### src/rtl/seg7_scan_mux_if.sv
// rtl/seg7_scan_mux_if.sv - digit inputs and display outputs of the 7-segment scan multiplexer
interface seg7_scan_mux_if;
  logic       en;
  logic [3:0] d_disp0;
  logic [3:0] d_disp1;
  logic [3:0] d_disp2;
  logic [3:0] d_disp3;
  logic [3:0] dp_in;
  logic [3:0] an;
  logic [6:0] seg;
  logic       dp;
  logic       frame_done;

  modport master (
    output en, d_disp0, d_disp1, d_disp2, d_disp3, dp_in,
    input  an, seg, dp, frame_done
  );

  modport slave (
    input  en, d_disp0, d_disp1, d_disp2, d_disp3, dp_in,
    output an, seg, dp, frame_done
  );
endinterface

### src/rtl/seg7_scan_mux.sv
// rtl/seg7_scan_mux.sv - 4-digit common-anode scan mux with per-frame snapshot and slot blanking
module seg7_scan_mux #(
  parameter int REFRESH_DIV = 100000,
  parameter int BLANK_CYC   = 2,
  parameter bit LZ_BLANK    = 1'b0
) (
  input  logic           clk,
  input  logic           rst_n,
  seg7_scan_mux_if.slave bus
);
  localparam int CW = $clog2(REFRESH_DIV);

  logic [CW-1:0] cnt;
  logic [1:0]    idx;
  logic [3:0]    snap [4];
  logic [3:0]    snap_dp;
  logic          tick;
  logic          frame_tick;
  logic          slot_blank;
  logic          off;
  logic [3:0]    lz_mask;
  logic [6:0]    glyph;

  function automatic logic [6:0] hex7(input logic [3:0] v);
    case (v)
      4'h0: hex7 = 7'h3F;
      4'h1: hex7 = 7'h06;
      4'h2: hex7 = 7'h5B;
      4'h3: hex7 = 7'h4F;
      4'h4: hex7 = 7'h66;
      4'h5: hex7 = 7'h6D;
      4'h6: hex7 = 7'h7D;
      4'h7: hex7 = 7'h07;
      4'h8: hex7 = 7'h7F;
      4'h9: hex7 = 7'h6F;
      4'hA: hex7 = 7'h77;
      4'hB: hex7 = 7'h7C;
      4'hC: hex7 = 7'h39;
      4'hD: hex7 = 7'h5E;
      4'hE: hex7 = 7'h79;
      default: hex7 = 7'h71;
    endcase
  endfunction

  assign tick       = bus.en && (cnt == CW'(REFRESH_DIV - 1));
  assign frame_tick = tick && (idx == 2'd3);

  generate
    if (BLANK_CYC == 0) begin : g_no_blank
      assign slot_blank = 1'b0;
    end else begin : g_blank
      assign slot_blank = (32'(cnt) < 32'(BLANK_CYC));
    end
  endgenerate

  // Leading-zero suppression chains downward from the leftmost digit; digit 0 always shows
  always_comb begin
    lz_mask = 4'b0000;
    if (LZ_BLANK) begin
      lz_mask[3] = (snap[3] == 4'd0);
      lz_mask[2] = lz_mask[3] && (snap[2] == 4'd0);
      lz_mask[1] = lz_mask[2] && (snap[1] == 4'd0);
    end
    off   = !bus.en || slot_blank || lz_mask[idx];
    glyph = hex7(snap[idx]);
  end

  always_ff @(posedge clk or negedge rst_n) begin
    if (!rst_n) begin
      cnt            <= '0;
      idx            <= 2'd0;
      for (int i = 0; i < 4; i++) snap[i] <= 4'd0;
      snap_dp        <= 4'd0;
      bus.an         <= 4'hF;
      bus.seg        <= 7'h7F;
      bus.dp         <= 1'b1;
      bus.frame_done <= 1'b0;
    end else begin
      if (bus.en) begin
        cnt <= tick ? '0 : cnt + CW'(1);
      end
      if (tick) begin
        idx <= idx + 2'd1;
      end
      // Whole-frame capture keeps a multi-digit value from tearing across the scan
      if (frame_tick) begin
        snap[0] <= bus.d_disp0;
        snap[1] <= bus.d_disp1;
        snap[2] <= bus.d_disp2;
        snap[3] <= bus.d_disp3;
        snap_dp <= bus.dp_in;
      end
      bus.frame_done <= frame_tick;
      if (off) begin
        bus.an  <= 4'hF;
        bus.seg <= 7'h7F;
        bus.dp  <= 1'b1;
      end else begin
        bus.an  <= ~(4'b0001 << idx);
        bus.seg <= ~glyph;
        bus.dp  <= ~snap_dp[idx];
      end
    end
  end
endmodule

### src/flat_wrapper.sv
// flat-port wrapper written by rule: the top's interface ports become plain ports
module seg7_scan_mux_flat 
#(
  parameter int REFRESH_DIV = 100000,
  parameter int BLANK_CYC   = 2,
  parameter bit LZ_BLANK    = 1'b0
)
  (clk, rst_n, bus_en, bus_d_disp0, bus_d_disp1, bus_d_disp2, bus_d_disp3, bus_dp_in, bus_an, bus_seg, bus_dp, bus_frame_done);
  seg7_scan_mux_if bus_i ();
  input  logic clk;
  input  logic rst_n;
  input wire logic [$bits(bus_i.en)-1:0] bus_en;
  input wire logic [$bits(bus_i.d_disp0)-1:0] bus_d_disp0;
  input wire logic [$bits(bus_i.d_disp1)-1:0] bus_d_disp1;
  input wire logic [$bits(bus_i.d_disp2)-1:0] bus_d_disp2;
  input wire logic [$bits(bus_i.d_disp3)-1:0] bus_d_disp3;
  input wire logic [$bits(bus_i.dp_in)-1:0] bus_dp_in;
  output wire logic [$bits(bus_i.an)-1:0] bus_an;
  output wire logic [$bits(bus_i.seg)-1:0] bus_seg;
  output wire logic [$bits(bus_i.dp)-1:0] bus_dp;
  output wire logic [$bits(bus_i.frame_done)-1:0] bus_frame_done;
  assign bus_i.en = bus_en;
  assign bus_i.d_disp0 = bus_d_disp0;
  assign bus_i.d_disp1 = bus_d_disp1;
  assign bus_i.d_disp2 = bus_d_disp2;
  assign bus_i.d_disp3 = bus_d_disp3;
  assign bus_i.dp_in = bus_dp_in;
  assign bus_an = bus_i.an;
  assign bus_seg = bus_i.seg;
  assign bus_dp = bus_i.dp;
  assign bus_frame_done = bus_i.frame_done;
  seg7_scan_mux #(.REFRESH_DIV(REFRESH_DIV), .BLANK_CYC(BLANK_CYC), .LZ_BLANK(LZ_BLANK)) u_core (.clk(clk), .rst_n(rst_n), .bus(bus_i));
endmodule
### config.mk
export PLATFORM = sky130hd
export DESIGN_NAME = seg7_scan_mux_flat
export DESIGN_NICKNAME = d
export VERILOG_FILES = /design/src/rtl/seg7_scan_mux_if.sv /design/src/rtl/seg7_scan_mux.sv /design/src/flat_wrapper.sv
export SDC_FILE = /design/constraint.sdc
export NUM_CORES = 1
export LEC_CHECK = 0
export ABC_CLOCK_PERIOD_IN_PS = 2800
export CAP_MARGIN = 20
export CELL_PAD_IN_SITES_DETAIL_PLACEMENT = 0
export CELL_PAD_IN_SITES_GLOBAL_PLACEMENT = 1
export CORE_MARGIN = 5
export CORE_UTILIZATION = 30
export CTS_BUF_LIST = sky130_fd_sc_hd__clkbuf_4
export DETAILED_ROUTE_END_ITERATION = 10
export GPL_TIMING_DRIVEN = 0
export PLACE_DENSITY_LB_ADDON = 0.1
export SLEW_MARGIN = 20
export SYNTH_ARGS = -nofsm -noshare
export SYNTH_HDL_FRONTEND = slang
export SYNTH_SLANG_ARGS = --single-unit
### constraint.sdc
create_clock -name clk -period 2.8 [get_ports clk]
set_input_delay 0.56 -clock clk [delete_from_list [all_inputs] [get_ports clk]]
set_output_delay 0.56 -clock clk [all_outputs]
set_load 0.05 [all_outputs]
==> results of run 1 <==
-- cell families after synthesis --
family / after synthesis / share of synthesized area [%]
muxes: 30 / 17.73
AOI/OAI and AO/OA: 16 / 3.992
buffers and inverters: 15 / 2.971
and+or+nand+nor: 76 / 15.51
DFF: 52 / 48.84
xor gates and xnor gates: 18 / 5.850
adders and majority gates: 11 / 5.107
-- worst max-delay path by stage --
| stage | end | cells after the start | slack [ps] |
|---|---|---|---|
| floorplan | u_core.bus.seg[3]$_DFF_PN1_ | 6 | 850 |
| global placement | u_core.snap[11]$_DFFE_PN0P_ | 1 | -500 |
| detailed placement | u_core.bus.seg[3]$_DFF_PN1_ | 6 | 620 |
| CTS | bus_an[2] | 1 | 490 |
| global route | bus_dp | 1 | 460 |
| finish | bus_dp | 1 | 510 |
-- final cells by class --
cell class	instances	area share (%)
Multi-Input combinational cell	151	40.28
Inverter	4	0.4657
Buffer	11	2.018
Sequential cell	52	40.82
Timing Repair Buffer	34	10.48
Clock buffer	7	1.630
Tap cell	108	4.191
Clock inverter	1	0.1164
-- through the flow --
step / cells / TNS (ps)
after floorplan: 218 / 0
after global placement: 360 / -19950
after detailed placement: 360 / 0
after CTS: 368 / 0
after global routing: 368 / 0
final: 368 / 0
-- report_power, final --
group	leakage, uW	switching (uW)	internal (uW)	total [uW]
combinational	0.000772	250	160	410
clock	0.0000338	232	117	349
sequential	0.000664	71.3	837	908
total	0.00147	553	1110	1670
-- cells in the final DEF, fill, tap and decap left out, drive strengths merged, types with 8 or more instances in the layout --
cell           count
buf                8
clkbuf            11
clkdlybuf4s50     33
dfrtp             40
dfstp             12
ha                11
mux2              22
nand2             20
nand3             15
nor2              10
xnor2             10
xor2               8
-- per-layer routing --
metal,vias up,global-route usage [%],share of wire [%]
met3,6,2.281,3.7
met5,-,0,0
met2,38,14.03,42
met4,0,3.562,0.98
li1,853,-,-
met1,814,16.16,53
-- sequential cells by signal, summed over array words and instances, names as in the netlist --
signal	flops
u_core.bus.dp	1
u_core.idx	2
u_core.snap_dp	4
u_core.bus.frame_done	1
u_core.cnt	17
u_core.bus.seg	7
u_core.snap	16
u_core.bus.an	4
-- synth_stat cells, types with 3 or more instances --
library cell  number  share of area, %
mux4_2             6               5.0
dfstp_2           12                12
dfrtp_1           40                37
mux2_4            20                11
buf_2              5              0.93
xnor2_1           10               3.2
o21ai_0            3              0.56
and3_1             4              0.93
nand4_1            6               1.4
nand2_1           20               2.8
a21oi_1            3              0.56
xor2_1             8               2.6
inv_1              4              0.56
ha_1              11               5.1
nand3_1           13               2.4
nor3_1             6               1.1
nor2_1            10               1.4
==> flow_summary.yaml, run 1 <==
floorplan:
  die_width_um: 104.8
  die_area_um2: 10980
  ios: 36
  rows: 34
  core_area_um2: 8721
  initial_utilization_pct: 30.90
  fp.dieH_um: 104.8
timing:
  slew-limit-headroom_pct: 55.27
  skew_ps: 10.12
  grt_setup_unrepaired: "no"
  tightest_slew_ps: 671.0
  fin_crit_sh_pct: 81.68
  setup_ws_ps: 513.0
  slew_violations: 0
  setup_viol: 0
  hold_ws_ps: 199.8
  fmax_mhz: 437.3
  hold_violations: 0
  period_needed_ps: 2287
drt:
  drtPass1Iterations: 4
  num_vias: 1711
  wirelength_mm: 5.483
  drtIter0Drc: 93
  wl_per_cell_um: 14.90
  via_per_inst: 4.649
  postRouteAntennaNets: 0
  drcViolationCount: 0
clock_network:
  cts.htree.levels: 2
  hold_buffers: 0
  cts-buffers-inserted: 5
  clock_sink_count: 52
  cts_buffer_depth: 2
  cts_setup_buffers: 0
  path_clk_slew_ps: 150
  clk_latency_ps: 370
  ctsResizeCount: 0
  cts_tree: "yes"
  cts_root_buf: "clkbuf_4"
global_routing:
  grt_pass1_wl_mm: 9.363
  grtUsageTotal_pct: 10.40
  first_global_vias: 1813
  antenna_found_initial: 0
  gr-total-overflow: 0
  grt_max_degree: 53
worst_setup_path:
  reg2reg_slack_ps: 630
  rr_worst_depth: 6
  r2r-end: "u_core.bus.seg[3]$_DFF_PN1_"
  slowest_delay_ps: 800
  r2r-start: "u_core.idx[0]$_DFFE_PN0P_"
  critPathSlowestCell: "clkdlybuf4s50_1"
  crit_start: "u_core.bus.dp$_DFF_PN1_"
  path_class: "register to primary output"
  crit_fanout: 1
  path_cells: "clkdlybuf4s50_1"
  crit_required_ps: 2240
  critical_path_buf_inv_count: 1
  cpLargestDelayFamily: "buffers and inverters"
  worstSetupStartpointType: "register"
  crit_path_end_kind: "primary output"
  cp.arrival_ps: 1730
cells_and_area:
  drive_above_1_share_pct: 24.62
  final_core_util_pct: 36.97
  antenna_cells: 0
  nNetsFinal: 293
  syn2layout_area_growth_pct: 19.64
  fillers: 874
  finalInstanceArea_um2: 3224
  multiInputGateArea_um2: 1299
  layout.area.seq_um2: 1316
status:
  status: "complete, no violations"
power_and_ir_drop:
  leakage_uw: 0.001470
  p_per_area_nw_per_um2: 517.0
  total_power_uw: 1667
  vdd_drop_max_v: 0.0001778
logic_synthesis:
  ys_seq_elements: 52
  synth_nets: 252
  avgSynthCellArea_um2: 12.36
  mappedNetlistArea_um2: 2695
  ys_warn_count: 0
  async_reset_ff_share_pct: 100.0
  synth-edff-count: 0
  yosys_most_used_dff: "dfrtp_1"
  ys_types: 43
  syn_inst: 218
  ys_seq_area_share_pct: 48.84
place:
  pre_cts_ws_ps: 622.9
  place_area_um2: 3168
  dpl.hpwl_mm: 3.903
  gp_congestion: 0.7756
  port-buffer-count: 34
worst_hold_path:
  min_path_type: "input pin to asynchronous set/reset pin"
flow_run:
  cap_violations: 0
(Power assumes the default switching activity.)
==> run 2, diff against run 1 <==
- ABC_CLOCK_PERIOD_IN_PS: 2800 -> 1960
- clock period: 2.8 -> 1.96 ns (I/O delays scaled with it)
==> run 2 against run 1 <==
- sequential share of layout area down 1.0 points
- utilization up 0.93 points
- clock skew about the same
- sequential power up 43%
- clock-buffer cell count unchanged
- sequential cell count unchanged
- via count up 2.9%
- cell area up 2.5%
- die area unchanged
- critical path depth up 5
- register-to-register slack worse by 590 ps
- wire length up 2.2%
==> flow_summary.yaml, run 2 (synthesis results as in run 1) <==
status:
  status: "complete, no violations"
worst_setup_path:
  slowest_delay_ps: 590
  crit_fanout: 6
  reg2reg_slack_ps: 40
  critPathSlowestCell: "mux4_2"
  rr_worst_depth: 6
  r2r-end: "u_core.bus.seg[3]$_DFF_PN1_"
  path_class: "register to register"
  r2r-start: "u_core.idx[0]$_DFFE_PN0P_"
  cp.arrival_ps: 2220
  crit_path_end_kind: "register"
  worstSetupStartpointType: "register"
  path_cells: "buf_6, mux4_2, ha_4, or2_2, a21oi_1, o21ai_1"
  crit_end: "u_core.bus.seg[3]$_DFF_PN1_"
  crit_required_ps: 2260
  crit_start: "u_core.idx[0]$_DFFE_PN0P_"
clock_network:
  cts.htree.levels: 2
  cts_root_buf: "clkbuf_4"
  clk_latency_ps: 370
  clock_sink_count: 52
  cts_buffer_depth: 2
  cts_tree: "yes"
  cts-buffers-inserted: 5
  path_clk_slew_ps: 150
power_and_ir_drop:
  vdd_drop_max_v: 0.0002532
  leakage_uw: 0.001512
  p_per_area_nw_per_um2: 716.5
floorplan:
  die_area_um2: 10980
  core_area_um2: 8721
  initial_utilization_pct: 30.90
  fp.dieH_um: 104.8
  ios: 36
  rows: 34
  die_width_um: 104.8
cells_and_area:
  nNetsFinal: 300
  syn2layout_area_growth_pct: 22.66
  top_regs: "u_core.cnt x17, u_core.snap x16, u_core.bus.seg x7"
  fillers: 873
  final_common_cell: "dfrtp_1"
  largest_reg_flops: 17
  antenna_cells: 0
  regMostFlops: "u_core.cnt"
  final_cell_mix: "dfrtp_1 (40), mux2_4 (21), clkdlybuf4s50_1 (21), nand2_1 (19), nand3_1 (13)"
  final_cells: 375
  drive_above_1_share_pct: 30.34
timing:
  fmax_mhz: 520.9
  hold_violations: 0
  setup_viol: 0
  period_needed_ps: 1920
  slew_violations: 0
  fin_crit_sh_pct: 97.95
  grt_setup_unrepaired: "yes"
  skew_ps: 9.928
  tns_ps: 0
  hold_ws_ps: 30.65
  tightest_slew_ps: 669.3
  slew-limit-headroom_pct: 55.38
global_routing:
  antenna_found_initial: 0
  grt_max_degree: 53
  grt_pass1_wl_mm: 9.473
  gr-total-overflow: 0
  grtUsageTotal_pct: 10.54
  first_global_vias: 1837
drt:
  routed-wl-met2_mm: 2.366
  wirelength_mm: 5.604
  drtIter0Drc: 93
  top_layer: "met4"
  met3WireLength_um: 207
  num_vias: 1760
  drtPass1Iterations: 4
  wl_per_cell_um: 14.94
  wl_met1_mm: 2.964
  drcViolationCount: 0
  via_per_inst: 4.693
  postRouteAntennaNets: 0
worst_hold_path:
  min_path_type: "input pin to asynchronous set/reset pin"
place:
  port-buffer-count: 34
  gp_congestion: 0.7756
  dpl.hpwl_mm: 3.903
  placed_cells: 360
flow_run:
  cap_violations: 0
==> run 2: cell count changes in the layout (fill, tap and decap cells not counted), moves of 2 or more <==
cell	previous run	this run
buf_4	1	8
buf_6	2	4
clkdlybuf4s50_1	33	21
dlygate4sd2_1	0	12
ha_1	11	8
ha_2	0	2
inv_1	4	2
inv_2	0	2
==> run 2: stage by stage <==
step	utilization, %	total power (uW)	cell area (um^2)	setup WS, ps
after floorplan	-	1691	2695	11.85
after global routing	37.91	2532	3306	-24.42
after global placement	36.36	1912	3171	-1174
after detailed placement	36.33	1914	3168	-217.1
after CTS	37.33	2410	3256	1.317
final	37.91	2369	3306	40.18
==> run 2: report_power, final <==
group	internal (uW)	switching (uW)
Combinational	211	362
Clock	167	332
Sequential	1200	102
Total	1570	796
==> run 2: critical path, delay by kind of cell, from the launching register on <==
family,cells,cell delay [ps]
adders and majority gates,1,220
AOI/OAI and AO/OA,2,210
and+or+nand+nor,1,290
buffers and inverters,1,140
DFF,1,390
muxes,1,590
==> run 2: worst min path at each step <==
stage	to	slack, ps	depth (start not counted)
4_1_cts	u_core.cnt[11]$_DFFE_PN0P_	60	1
5_1_grt	u_core.cnt[4]$_DFFE_PN0P_	80	1
6_report	u_core.cnt[6]$_DFFE_PN0P_	30	1
2_1_floorplan	u_core.bus.frame_done$_DFF_PN0_	100	0
3_3_place_gp	u_core.cnt[12]$_DFFE_PN0P_	490	1
3_5_place_dp	u_core.cnt[11]$_DFFE_PN0P_	480	1
==> run 2: cell type report <==
type,count,area [um^2],share of cell area (%)
Buffer,10,67.56,2.044
Inverter,4,15.01,0.4542
Clock inverter,1,3.754,0.1136
Clock buffer,7,52.55,1.590
Sequential cell,52,1316,39.82
Timing Repair Buffer,42,386.6,11.70
Tap cell,108,135.1,4.088
Multi-Input combinational cell,151,1329,40.20
==> run 2: metal layers <==
metal	global-route usage [%]	vias to the layer above
met5	0	-
met3	2.281	7
li1	-	866
met4	3.562	0
met2	14.30	39
met1	16.35	848
==> run 2: what timing repair did <==
action | 4_1_cts | 5_1_grt
gates cloned | 0 | 0
resized for setup | 16 | 10
endpoints found under the setup margin | 38 | 26
buffers inserted | 5 | 3
pin swaps | 1 | 3
hold buffers | 0 | 0
endpoints found under the hold margin | 0 | 0
==> run 3, diff against run 2 <==
- CTS_CLUSTER_DIAMETER: unset -> 200
==> results of run 3 <==
Same layout as run 2: the final DEF is identical, and so are final timing and power.
==> RTL change 1: new RTL, settings of run 2 <==
`REFRESH_DIV` is set to 100000 in 2 places; all go to 50000.
--- a/src/rtl/seg7_scan_mux.sv
+++ b/src/rtl/seg7_scan_mux.sv
@@ -1,5 +1,5 @@
 // rtl/seg7_scan_mux.sv - 4-digit common-anode scan mux with per-frame snapshot and slot blanking
 module seg7_scan_mux #(
-  parameter int REFRESH_DIV = 100000,
+  parameter int REFRESH_DIV = 50000,
   parameter int BLANK_CYC   = 2,
   parameter bit LZ_BLANK    = 1'b0
--- a/src/flat_wrapper.sv
+++ b/src/flat_wrapper.sv
@@ -2,5 +2,5 @@
 module seg7_scan_mux_flat 
 #(
-  parameter int REFRESH_DIV = 100000,
+  parameter int REFRESH_DIV = 50000,
   parameter int BLANK_CYC   = 2,
   parameter bit LZ_BLANK    = 1'b0
Check against the original RTL: no difference found for any inputs over 10 cycles, from zero or initial values and one cycle with rst_n low; that may be too few to reach the edited logic, so the function may still have changed.
==> RTL change 1 against run 2 <==
Wire length down 4.8%; final cell count decreased by 2.4%; area after synthesis is 2.5% lower; via count decreased by 2.6%; power shrank 13%; worst setup slack better by 0.023 ns; first-iteration DRC count shrank 55%; design area fell by 0.45%; sequential cell count shrank 1; critical path depth down 5; non-clock buffer count down 2.
==> RTL change 1: results (changes against run 2) <==
metric	value	unit	change
grt_antenna_before_repair	0		unchanged
dp_cells	350		-2.8%
drt_iter0_drc	42		-55%
synth_cell_types	46		+7.0%
syn_nets	242		-4.0%
max_slew.worst_pin.slew	0.647	ns	-0.0225 ns
gp_congestion	0.707		-8.8%
path_max_fanout	1		-5
clk_pin_slew	0.16	ns	
ys_warn_count	0		unchanged
cp-startpoint	u_core.bus.frame_done		
dp_hpwl	3750	um	-4.0%
r2r_end	u_core.bus.seg[4]		
critical_path.top_delay_family	buffers and inverters		
grt_usage	0.102		-0.00328
synthTopCellsByArea	dfrtp_1 37%, dfstp_2 12%, mux2_4 11%		
diodes	0		unchanged
grt_pass1_vias	1734		-5.6%
post_synth_inst_count	208		-4.6%
skew	0.0109	ns	+0.000998 ns
fmax	527	MHz	+1.2%
grt_max_degree	52		-1.9%
ff2ff_setup_slack	0.07	ns	+0.03 ns
cts_buffers	5		unchanged
firstDrtPassIters	4		unchanged
fill_cells	878		+0.57%
rr_worst_depth	6		unchanged
stdcell_count	366		-2.4%
fin_nets	291		-3.0%
htreeDepth	2		unchanged
place_ws	-0.135	ns	+0.0823 ns
synthTopCellsByCount	39 x dfrtp_1, 20 x mux2_4, 17 x nand2_1, 12 x dfstp_2, 11 x ha_1		
hp-class	primary input to async pin		
max_stage_delay	0.79	ns	+0.20 ns
async_flop_share	1.00		unchanged
crit_end	bus_frame_done		
drive_gt1_frac	0.322		+0.0183
biggestRegsByFlops	u_core.cnt x16, u_core.snap x16, u_core.bus.seg x7		
detail-route-antenna-nets	0		unchanged
clock_path_buffers	2		unchanged
grt_pass1_wl	9000	um	-5.0%
worstPathArrival	1.50	ns	-0.72 ns
vias_per_cell	4.69		-0.16%
crit_slowest_cell	clkdlybuf4s50_1		
io_buffers	34		unchanged
r2r-start	u_core.idx[0]		
leakagePower	0.00146	uW	-3.3%
vdd_drop_max	0.278	mV	+9.8%
placed_cell_area	0.00310	mm^2	-2.1%
yosysMostFrequentCell	dfrtp_1		
cts-root-buf	clkbuf_4		
insertion_delay	0.37	ns	about the same
run_status	finished clean		
yosysSeqAreaShare	0.491		+0.00280
totalWireLength	5340	um	-4.8%
## RTL change 1: cell types whose count changed in the layout (fill, tap and decap cells not counted), sizes merged, moves of 3 or more
cell,run 2,this run
nand3,15,9
inv,4,9
nand4,6,3
clkbuf,10,6
nor2,10,7
nand2,20,17
## RTL change 1: where the power goes
| part | internal, uW | total, uW | switching [uW] |
|---|---|---|---|
| Clock | 144 | 502 | 358 |
| Sequential | 1130 | 1230 | 95.6 |
| Combinational | 154 | 323 | 169 |
| Total | 1430 | 2050 | 622 |
## RTL change 1: area by class of cell
cell class	instances	area [um^2]	area share
Buffer	8	60.1	0.0183
Clock buffer	5	37.5	0.0114
Clock inverter	3	23.8	0.00722
Inverter	8	32.5	0.00989
Multi-Input combinational cell	141	1320	0.402
Sequential cell	51	1290	0.393
Tap cell	108	135	0.0411
Timing Repair Buffer	42	387	0.117
## RTL change 1: cell families (layout without fill, tap and decap cells)
group                    after synthesis  in the layout  synth area share
AO/OA/AOI/OAI                         22             22            0.0571
AND/OR/NAND/NOR                       63             63             0.136
buffers and inverters                 16             66            0.0309
flip-flops                            51             51             0.491
multiplexers                          30             30             0.182
adder cells (fa/ha/maj)               11             11            0.0524
XOR/XNOR                              15             15            0.0500
## RTL change 1: what timing repair did
| action | 4_1_cts | 5_1_grt |
|---|---|---|
| endpoints found under the setup margin | 39 | 29 |
| setup buffers | 4 | 4 |
| resized for setup | 17 | 15 |
| pin swaps | 1 | 4 |
## RTL change 1: through the flow
stage                     hold slack (ns)  setup TNS, ns
after floorplan                    0.0964              0
after global placement              0.491         -52.63
after detailed placement            0.480         -0.912
after CTS                          0.0411              0
after global routing               0.0527        -0.0157
final                              0.0318              0
## RTL change 1: per-layer routing
metal	wire length, um	global-route usage
met5	0	0
met4	89	0.0366
met3	219	0.0243
met2	2270	0.145
met1	2750	0.150
==> RTL change 2: new RTL, config.mk and constraints of run 2 <==
Without the edit above. Reset style: synchronous (`rst_n`), changed in one clocked block.
--- a/src/rtl/seg7_scan_mux.sv
+++ b/src/rtl/seg7_scan_mux.sv
@@ -66,5 +66,5 @@
   end
 
-  always_ff @(posedge clk or negedge rst_n) begin
+  always_ff @(posedge clk) begin
     if (!rst_n) begin
       cnt            <= '0;
Behaviour: differs if rst_n is asserted again (counterexample within 4 cycles, from zero or initial values and one cycle with rst_n low); with rst_n held inactive, the same outputs for 10 cycles.
==> RTL change 2 against run 2 <==
Design area shrank 3.9%; worst setup slack improved by 0.031 ns; first-iteration DRC count fell by 40%; wire length is 9.0% lower; area after synthesis fell by 7.3%; non-clock buffer count decreased by 3; register-to-register slack gained 0.08 ns; sequential cell count rose by 2; hold slack improved by 0.44 ns; highest routed layer unchanged.
Power is not compared: it rests on default switching activity, and its combinational part moved more than twofold at a synthesized area within 25%.
==> RTL change 2: results (changes against run 2) <==
metric	value	unit	change
synthXorXnorAreaFrac	0.0491		-0.00942
cts_buffers	5		unchanged
vias	1778		+1.0%
synthAdderAreaFrac	0.0551		+0.00401
run_status	finished clean		
synth_cell_types	38		-12%
path_max_fanout	1		-5
syn_area_per_cell	10.5	um^2	-15%
dp_cells	379		+5.3%
gp_congestion	0.771		-0.62%
met3_usage	0.0269		+0.00405
use_met2	0.164		+0.0210
synthTopCellsByCount	38 x dfxtp_1, 26 x nand2_1, 19 x and2_1, 16 x edfxtp_1, 12 x nor2_1		
synthTopCellsByArea	dfxtp_1 30%, edfxtp_1 19%, ha_1 5.5%		
hp-class	register to register		
place_ws	-0.898	ns	-0.681 ns
grt_max_degree	18		-66%
grt_usage	0.105		about the same
syn_nets	273		+8.3%
grt_pass1_vias	1748		-4.8%
post_drt_wl_per_cell	13.0	um	-13%
synth-edff-count	16		+16
synth_compound_area_frac	0.0741		+0.0342
insertion_delay	0.37	ns	about the same
dp_hpwl	3670	um	-6.0%
max_stage_delay	0.79	ns	+0.20 ns
met1_usage	0.143		-0.0201
yosysSeqAreaShare	0.497		+0.00835
leakagePower	0.00117	uW	
skew	0.0113	ns	+0.00138 ns
worstPathArrival	1.50	ns	-0.72 ns
ys_warn_count	0		unchanged
max_slew.worst_pin.slew	0.521	ns	-0.149 ns
fin_nets	319		+6.3%
grt_pass1_wl	8540	um	-9.8%
fill_cells	825		-5.5%
vias_per_cell	4.55		-3.1%
io_buffers	35		+2.9%
drt_iter0_drc	56		-40%
async_flop_share	0		-1.00
crit_slowest_cell	clkdlybuf4s50_1		
drive_gt1_frac	0.150		-0.153
critical_path.top_delay_family	buffers and inverters		
muxShareOfSynthArea	0.0896		-0.0877
RTL change 2: final cells by class:
class / instances / area, um^2 / area share
sequential: 54 / 1250 / 0.393
tap: 105 / 131 / 0.0413
clock inverter: 1 / 30.0 / 0.00945
buffer: 7 / 33.8 / 0.0106
clock buffer: 7 / 52.6 / 0.0165
multi-input combinational: 169 / 1230 / 0.389
inverter: 6 / 22.5 / 0.00709
timing repair buffer: 42 / 424 / 0.133
RTL change 2: what timing repair did:
action,4_1_cts,5_1_grt
pin swaps,1,0
gates resized for setup,10,14
setup endpoints to repair,54,48
buffers inserted,2,5
RTL change 2: cells by family (layout without fill, tap and decap cells):
| family | Yosys count | count (layout) |
|---|---|---|
| and+or+nand+nor | 98 | 98 |
| DFF | 54 | 54 |
| AOI/OAI and AO/OA | 30 | 30 |
| muxes | 16 | 16 |
| buffers and inverters | 16 | 63 |
| xor gates and xnor gates | 14 | 14 |
| adders and majority gates | 11 | 11 |
RTL change 2: power breakdown:
part | internal [uW] | leakage, uW | switching, uW
registers | 1170 | 0.000461 | 11.4
logic | 88.5 | 0.000659 | 77.3
clock network | 299 | 0.0000463 | 342
total | 1560 | 0.00117 | 430
RTL change 2: per-layer routing:
metal | vias to the layer above | share of wire
li1 | 937 | -
met1 | 808 | 0.50
met2 | 27 | 0.45
met3 | 6 | 0.039
met4 | 0 | 0.013
met5 | - | 0
RTL change 2: final timing paths:
path                                   startpoint           endpoint  slack [ns]  depth (start not counted)
worst max-delay path            u_core.bus.seg[4]         bus_seg[4]        0.07                          1
worst min-delay path            u_core.snap_dp[2]  u_core.snap_dp[2]        0.47                          2
worst max register to register      u_core.cnt[1]  u_core.snap[1][2]        0.12                          6
worst min register to register  u_core.snap_dp[2]  u_core.snap_dp[2]        0.47                          2
